### src/rtl/ysyx_22050598_sirv_gnrl_pipe_chain.sv
// ysyx_22050598_sirv_gnrl_pipe_chain
//   Elastic pipeline of DEPTH register stages with valid/ready handshakes on both ends.
//   Beats move only on handshake, so order is kept and no beat is lost or duplicated.
//   It also has a synchronous flush and a registered occupancy count.
//
// Parameters
//   DW        data width
//   DEPTH     number of stages
//   RESET_VAL reset value of every stage data register
//
// Ports
//   clk    clock, posedge
//   rst_n  synchronous active-low reset
//   flush  drops every buffered beat; no transfers in that cycle
//   i_vld / i_rdy / i_dat   upstream handshake and data
//   o_vld / o_rdy / o_dat   downstream handshake and data (o_dat is the last stage register)
//   o_cnt  number of beats currently held
//
// Build option
//   YSYX_22050598_PIPE_CHAIN_SKID_EN: each stage gets a main and a skid register. Every ready,
//   including i_rdy, then comes straight from a register, and each stage holds up to two beats.
//   When the option is not set, each stage has one register and the ready chain is combinational.
module ysyx_22050598_sirv_gnrl_pipe_chain #(
   parameter int unsigned     DW        = 64,
   parameter int unsigned     DEPTH     = 2,
   parameter logic [DW-1:0]   RESET_VAL = '0,
   localparam int unsigned    CW        = $clog2(2 * DEPTH + 1)
) (
   input  logic          clk,
   input  logic          rst_n,
   input  logic          flush,
   input  logic          i_vld,
   output logic          i_rdy,
   input  logic [DW-1:0] i_dat,
   output logic          o_vld,
   input  logic          o_rdy,
   output logic [DW-1:0] o_dat,
   output logic [CW-1:0] o_cnt
);

   logic          stage_rdy0;
   logic          last_vld;
   logic [DW-1:0] last_dat;
   logic          in_fire;
   logic          out_fire;
   logic [CW-1:0] cnt_q;

   // Reset and flush block both ends combinationally, so no handshake completes in those cycles.
   assign i_rdy    = rst_n & ~flush & stage_rdy0;
   assign o_vld    = rst_n & ~flush & last_vld;
   assign o_dat    = last_dat;
   assign o_cnt    = cnt_q;
   assign in_fire  = i_vld & i_rdy;
   assign out_fire = o_vld & o_rdy;

   always_ff @(posedge clk) begin
      if (!rst_n) begin
         cnt_q <= '0;
      end else if (flush) begin
         cnt_q <= '0;
      end else begin
         cnt_q <= cnt_q + CW'(in_fire) - CW'(out_fire);
      end
   end

`ifdef YSYX_22050598_PIPE_CHAIN_SKID_EN

   logic [DEPTH-1:0] m_vld_q;
   logic [DEPTH-1:0] s_vld_q;
   logic [DW-1:0]    m_dat_q [DEPTH];
   logic [DW-1:0]    s_dat_q [DEPTH];
   logic [DEPTH-1:0] src_vld;
   logic [DW-1:0]    src_dat [DEPTH];
   logic [DEPTH-1:0] dn_rdy;

   for (genvar g = 0; g < DEPTH; g++) begin : g_link
      if (g == 0) begin : g_head
         assign src_vld[g] = i_vld;
         assign src_dat[g] = i_dat;
      end else begin : g_body
         assign src_vld[g] = m_vld_q[g-1];
         assign src_dat[g] = m_dat_q[g-1];
      end
      // Downstream readiness is the next stage's registered "skid empty" flag.
      if (g == DEPTH - 1) begin : g_tail
         assign dn_rdy[g] = o_rdy;
      end else begin : g_mid
         assign dn_rdy[g] = ~s_vld_q[g+1];
      end
   end

   always_ff @(posedge clk) begin
      if (!rst_n) begin
         m_vld_q <= '0;
         s_vld_q <= '0;
         for (int k = 0; k < DEPTH; k++) begin
            m_dat_q[k] <= RESET_VAL;
            s_dat_q[k] <= RESET_VAL;
         end
      end else if (flush) begin
         m_vld_q <= '0;
         s_vld_q <= '0;
      end else begin
         for (int k = 0; k < DEPTH; k++) begin
            if (~m_vld_q[k] | dn_rdy[k]) begin
               // Main frees up: a parked skid beat goes first so that order is kept.
               if (s_vld_q[k]) begin
                  m_vld_q[k] <= 1'b1;
                  m_dat_q[k] <= s_dat_q[k];
                  s_vld_q[k] <= 1'b0;
               end else begin
                  m_vld_q[k] <= src_vld[k];
                  if (src_vld[k]) m_dat_q[k] <= src_dat[k];
               end
            end else if (src_vld[k] & ~s_vld_q[k]) begin
               // Main stalled, but this stage still advertised ready: park the beat.
               s_vld_q[k] <= 1'b1;
               s_dat_q[k] <= src_dat[k];
            end
         end
      end
   end

   assign stage_rdy0 = ~s_vld_q[0];
   assign last_vld   = m_vld_q[DEPTH-1];
   assign last_dat   = m_dat_q[DEPTH-1];

`else

   logic [DEPTH-1:0] vld_q;
   logic [DW-1:0]    dat_q [DEPTH];
   logic [DEPTH-1:0] rdy;
   logic [DEPTH-1:0] src_vld;
   logic [DW-1:0]    src_dat [DEPTH];

   for (genvar g = 0; g < DEPTH; g++) begin : g_link
      if (g == 0) begin : g_head
         assign src_vld[g] = i_vld;
         assign src_dat[g] = i_dat;
      end else begin : g_body
         assign src_vld[g] = vld_q[g-1];
         assign src_dat[g] = dat_q[g-1];
      end
   end

   // A stage can load when it is empty or when the stage after it can load too.
   // The chain is built from a running term, so no vector bit depends on another bit of itself.
   always_comb begin : ready_chain
      logic r;
      r = o_rdy;
      for (int k = DEPTH - 1; k >= 0; k--) begin
         r = ~vld_q[k] | r;
         rdy[k] = r;
      end
   end

   always_ff @(posedge clk) begin
      if (!rst_n) begin
         vld_q <= '0;
         for (int k = 0; k < DEPTH; k++) begin
            dat_q[k] <= RESET_VAL;
         end
      end else if (flush) begin
         vld_q <= '0;
      end else begin
         for (int k = 0; k < DEPTH; k++) begin
            if (rdy[k]) begin
               vld_q[k] <= src_vld[k];
               // Data loads only when a real beat enters, so bubbles leave it unchanged.
               if (src_vld[k]) dat_q[k] <= src_dat[k];
            end
         end
      end
   end

   assign stage_rdy0 = rdy[0];
   assign last_vld   = vld_q[DEPTH-1];
   assign last_dat   = dat_q[DEPTH-1];

`endif

endmodule

### config.mk
export PLATFORM = sky130hd
export DESIGN_NAME = ysyx_22050598_sirv_gnrl_pipe_chain
export DESIGN_NICKNAME = d
export VERILOG_FILES = /design/src/rtl/ysyx_22050598_sirv_gnrl_pipe_chain.sv
export SDC_FILE = /design/constraint.sdc
export NUM_CORES = 1
export LEC_CHECK = 0
export CAP_MARGIN = 20
export CORE_MARGIN = 1
export CORE_UTILIZATION = 45
export DETAILED_ROUTE_END_ITERATION = 12
export DONT_BUFFER_PORTS = 1
export PLACE_DENSITY_LB_ADDON = 0.05
export SLEW_MARGIN = 5
export SYNTH_ARGS = -nofsm -noshare
export SYNTH_HDL_FRONTEND = slang
export SYNTH_SLANG_ARGS = --single-unit
### constraint.sdc
create_clock -name clk -period 8.4 [get_ports clk]
set_input_delay 1.68 -clock clk [delete_from_list [all_inputs] [get_ports clk]]
set_output_delay 1.68 -clock clk [all_outputs]
set_load 0.005 [all_outputs]
==> results of run 1 <==
-- logic make-up (layout without fill, tap and decap cells) --
logic type	after synthesis	count (layout)	synth area share [%]
DFF	133	133	60.6
buffers and inverters	114	46	11.9
AOI/OAI and AO/OA	4	4	0.500
adders and majority gates	3	3	0.693
xor gates and xnor gates	1	1	0.346
and+or+nand+nor	140	140	25.9
other	0	3	0
-- area by class of cell --
type | count | area share, %
antenna | 3 | 0.113
clock buffer | 27 | 7.55
clock inverter | 5 | 0.751
inverter | 6 | 0.338
multi-input combinational | 148 | 27.4
sequential | 133 | 59.2
tap | 180 | 3.38
timing repair buffer | 8 | 1.28
-- routing by layer --
layer  vias up  wire (um)
li1       1324          -
met1      1497       4930
met2       108       5300
met3        20        925
met4         4        216
met5         -         31
-- placed cells by master, fill, tap and decap left out, types with 2 or more instances in the layout --
cell type  count
clkbuf_8       4
clkbuf_1       6
edfxtp_1     128
diode_2        3
clkinv_2       4
ha_1           2
nor4b_1       48
nor4b_2       80
buf_4          6
nor2_1         5
inv_1          6
buf_12         2
o21ba_2        2
clkbuf_16     17
dfxtp_1        5
-- metrics by stage --
stage	power [mW]	setup WS [ps]	hold WS (ps)	area (um^2)	util [%]
after floorplan	0.882	947	496	6500	-
after global placement	0.874	3700	592	6080	43.5
after detailed placement	0.876	3660	595	6080	43.5
after CTS	1.58	3650	618	6640	47.4
after global routing	1.61	3570	637	6660	47.6
final	1.55	3660	610	6660	47.6
-- sequential cells by signal, summed over array words and instances (netlist names) --
signal,count
dat_q,128
o_cnt,3
vld_q,2
-- worst max-delay path, cell delays in order --
cell      delay (ps)
nand2b_4         530
buf_4            660
nor2_1           140
-- power groups by stage --
stage / Clock, mW / Combinational (mW) / Sequential, mW
final: 0.694 / 0.0768 / 0.783
after global routing: 0.740 / 0.0845 / 0.787
after CTS: 0.712 / 0.0790 / 0.784
after detailed placement: 0 / 0.0787 / 0.797
after global placement: 0 / 0.0776 / 0.796
after floorplan: 0 / 0.0903 / 0.792
-- worst max-delay path by stage --
stage | startpoint | end | slack [ps] | depth (start not counted)
global route | flush | o_vld | 3570 | 3
CTS | flush | o_vld | 3650 | 3
detailed placement | flush | o_vld | 3660 | 3
floorplan | o_rdy | dat_q[0][0]$_SDFFCE_PN0P_ | 950 | 4
finish | flush | o_vld | 3660 | 3
global placement | flush | i_rdy | 3700 | 3
==> results.yml, run 1 <==
run_status:
  status: "complete, no violations"
clock_tree:
  cts_buffer_depth: 2
  cts-buffers-inserted: 17
  cts.sinks: 133
  cts_tree: "built"
  root_buffer: "clkbuf_16"
  worstSkewPairLatency_ps: 410
  cts-htree-levels: 4
  cts_hold_buf: 0
  post_cts_buffers: 0
  clkTransAtPathRegs_ps: 50
  cts_resized: 0
global_routing:
  grt_overflow_total: 0
  busiest_layer: "met2"
  use_met1_pct: 21.1
  grt_max_degree: 129
  grtUsageTotal_pct: 16.3
  grt_pass1_vias: 3101
  globalRouteMet3Util_pct: 8.36
  grt_antenna_before_repair: 5
  grt_use_met2_pct: 22.7
  grt_pass1_wl_mm: 17.9
timing:
  relSlewSlack_pct: 33.1
  hold_viol_final: 0
  drv_slew: 0
  period_share_pct: 56.5
  fin_tns_setup_ps: 0
  setup_viol: 0
  min_period_ps: 4740
  rsz0062_at_grt: "false"
  fmax_mhz: 211
  finClkSkew_ps: 4.25
  worstMarginPinSlew_ps: 1000
drt:
  drt_iter0_markers: 225
  vias: 2953
  vias_per_cell: 5.79
  drt-pass1-iter-count: 4
  drtAntennaViolNets: 0
  routed_wl_mm: 11.4
  routedWlPerCell_um: 22.4
  drc_errors: 0
logic_synthesis:
  yosysUniqueCellTypes: 23
  synthCells: 395
  synth_edf_count: 128
  synthFlopType: "edfxtp_1"
  synth_most_common_cell: "edfxtp_1"
  synth-seq-cells: 133
  synthTopCellsByArea: "edfxtp_1 59%, nor4b_2 18%, buf_4 7.4%"
  synth_area_per_cell_um2: 16.5
  syn_area_um2: 6500
  syn-num-nets: 467
  synthTopCellsByCount: "128 x edfxtp_1, 80 x nor4b_2, 64 x buf_4, 48 x nor4b_1, 24 x buf_2"
  synth_top_area_share_pct: 59.1
  ys_async_sr_fraction_pct: 0
  synth_area_leader_cell: "edfxtp_1"
  yosysWarnings: 0
  synth-seq-area-share_pct: 60.6
power_and_ir_drop:
  combPwrFrac_pct: 4.9
  leakage_nw: 2.02
  switching_share_pct: 20.8
  pwr-share-clk_pct: 44.7
  p_int_mw: 1.23
  seqPwrFrac_pct: 50.4
  irDropWorstVdd_mv: 0.130
  p_per_area_nw_per_um2: 233
  netSwitchingPower_mw: 0.323
floorplanning:
  dieArea_um2: 14900
  die_h_um: 122
  die-width_um: 122
  rows: 43
  start_util_pct: 46.5
  io_pins: 138
  core_area_um2: 14000
placement:
  port-buffer-count: 0
  dp_hpwl_mm: 6.00
  dpl.cell_count: 474
  gp_congestion: 0.679
setup_path:
  reg2reg_slack_ps: 5350
  start_kind: "input port"
  critPathKind: "input port to output port"
  worstPathArrival_ps: 3060
  reg2reg_from: "vld_q[0]$_SDFFE_PP0N_"
  r2r_end: "dat_q[0][48]$_SDFFCE_PN0P_"
  crit_path_max_fanout: 47
  critical_path.endpoint_type: "output port"
  required_ps: 6720
  reg2regPathDepth: 5
min_path:
  hold_path.class: "register to register"
  min_from: "dat_q[0][35]$_SDFFCE_PN0P_"
  hold_end: "dat_q[0][99]$_SDFFCE_PN0P_"
  hold_depth: 1
final_layout:
  layout-drive-gt1-share_pct: 37.0
  fill_cells: 1213
  regArea_um2: 3940
  multi_input_comb_area_um2: 1830
  nets: 386
  areaGrowthSynthToFinish_pct: 2.46
  fin_cells: 510
run:
  max_cap_viol_count: 0
No activity file was read; power rests on OpenSTA's default activity.
==> run 2, diff against run 1 <==
Clock period 8.4 ns to 4.9 ns, I/O delays scaled along.
==> run 2 against run 1 <==
Worst hold slack is essentially flat. Clock power grew 77%. Flip-flop and latch count stayed put. Critical path depth is 1 lower. Critical path type unchanged. Largest cell class unchanged.
==> results.yml, run 2 (same netlist as run 1, synthesis figures left out) <==
setup_path:
  reg2reg_from: "vld_q[0]$_SDFFE_PP0N_"
  worst-path-buf-inv: 0
  crit_slowest_cell: "and3b_4"
  cp_top_family: "simple AND/OR/NAND/NOR gates"
  cp_cell_sequence: "and3b_4 -> nor2_1"
  worstPathArrival_ps: 2110
  required_ps: 3920
  r2r_end: "dat_q[0][13]$_SDFFCE_PN0P_"
  reg2regPathDepth: 3
  critPathLaunch: "o_rdy"
  reg2reg_slack_ps: 2110
  critical_path.endpoint_type: "output port"
  crit_path_max_fanout: 58
  start_kind: "input port"
  max_stage_delay_ps: 970
  critPathKind: "input port to output port"
final_layout:
  layout_common_cells: "128 x edfxtp_1, 80 x nor4b_2, 48 x nor4b_1, 17 x clkbuf_16"
  max_flop_register: "dat_q"
  fin_cells: 510
  largest_register_ffs: 128
  nets: 386
  areaGrowthSynthToFinish_pct: 2.54
  layout-drive-gt1-share_pct: 36.4
  design_area_um2: 6670
  mostFrequentLayoutCell: "edfxtp_1"
  fill_cells: 1197
placement:
  port-buffer-count: 0
  dpl.cell_count: 475
  place_worst_setup_slack_ps: 1480
  dp_hpwl_mm: 5.90
  gp_congestion: 0.703
  post_dp_cell_area_um2: 6090
drt:
  routed_wl_mm: 11.0
  vias_per_cell: 5.63
  drt-pass1-iter-count: 4
  drtAntennaViolNets: 0
  vias: 2870
  drc_errors: 0
  drt_iter0_markers: 257
  routedWlPerCell_um: 21.6
global_routing:
  grt_max_degree: 89
  grt_pass1_vias: 2937
  grt_overflow_total: 0
  grt_antenna_before_repair: 5
  grtUsageTotal_pct: 16.0
  grt_pass1_wl_mm: 17.4
timing:
  fmax_mhz: 324
  drv_slew: 0
  rsz0062_at_grt: "false"
  setup_viol: 0
  setup_ws_ps: 1810
  finClkSkew_ps: 5.55
  min_period_ps: 3090
  hold_viol_final: 0
  period_share_pct: 63.1
  relSlewSlack_pct: 31.1
  fin_tns_setup_ps: 0
  worstMarginPinSlew_ps: 1030
clock_tree:
  cts-buffers-inserted: 17
  clkTransAtPathRegs_ps: 60
  cts_hold_buf: 0
  cts.sinks: 133
  cts_tree: "built"
  worstSkewPairLatency_ps: 410
  cts-htree-levels: 4
  post_cts_buffers: 0
  root_buffer: "clkbuf_16"
  cts_resized: 0
  cts_buffer_depth: 2
min_path:
  hold_path.class: "register to register"
  hold_depth: 1
  min_from: "dat_q[0][2]$_SDFFCE_PN0P_"
  hold_end: "dat_q[0][66]$_SDFFCE_PN0P_"
floorplanning:
  core_area_um2: 14000
  die-width_um: 122
  io_pins: 138
  dieArea_um2: 14900
  rows: 43
  die_h_um: 122
  start_util_pct: 46.5
power_and_ir_drop:
  p_per_area_nw_per_um2: 406
  irDropWorstVdd_mv: 0.204
  fin_total_pwr_mw: 2.71
  leakage_nw: 2.02
run_status:
  status: "complete, no violations"
run:
  max_cap_viol_count: 0
run 2: how the worst max path moves through the flow:
stage / slack (ps) / endpoint / cells past startpoint
final: 1810 / i_rdy / 2
after global placement: 1510 / o_cnt[2]$_SDFF_PP0_ / 9
after detailed placement: 1480 / dat_q[0][0]$_SDFFCE_PN0P_ / 3
after floorplan: 160 / dat_q[0][0]$_SDFFCE_PN0P_ / 4
after CTS: 1790 / i_rdy / 2
after global routing: 1730 / i_rdy / 2
run 2: cell type report:
type,count,area (um^2),area share (%)
Antenna cell,3,7.51,0.113
Clock buffer,18,429,6.44
Clock inverter,14,141,2.12
Inverter,6,22.5,0.338
Multi-Input combinational cell,148,1830,27.4
Sequential cell,133,3940,59.1
Tap cell,180,225,3.38
Timing Repair Buffer,8,72.6,1.09
run 2: per-layer routing:
layer / wire length (um) / global-route usage [%]
met1: 4810 / 20.9
met2: 4940 / 21.1
met3: 920 / 7.71
met4: 331 / 9.38
met5: 23 / 0
run 2: metrics by stage:
| stage | hold WS [ps] | utilization (%) |
|---|---|---|
| 2_1_floorplan | 496 | - |
| 3_3_place_gp | 589 | 43.5 |
| 3_5_place_dp | 595 | 43.5 |
| 4_1_cts | 619 | 47.6 |
| 5_1_grt | 647 | 47.6 |
| 6_report | 610 | 47.7 |
run 2: power breakdown:
| group | switching, mW | total [mW] | internal, mW |
|---|---|---|---|
| Sequential | 0.0249 | 1.34 | 1.32 |
| Combinational | 0.0871 | 0.133 | 0.0462 |
| Clock | 0.447 | 1.23 | 0.784 |
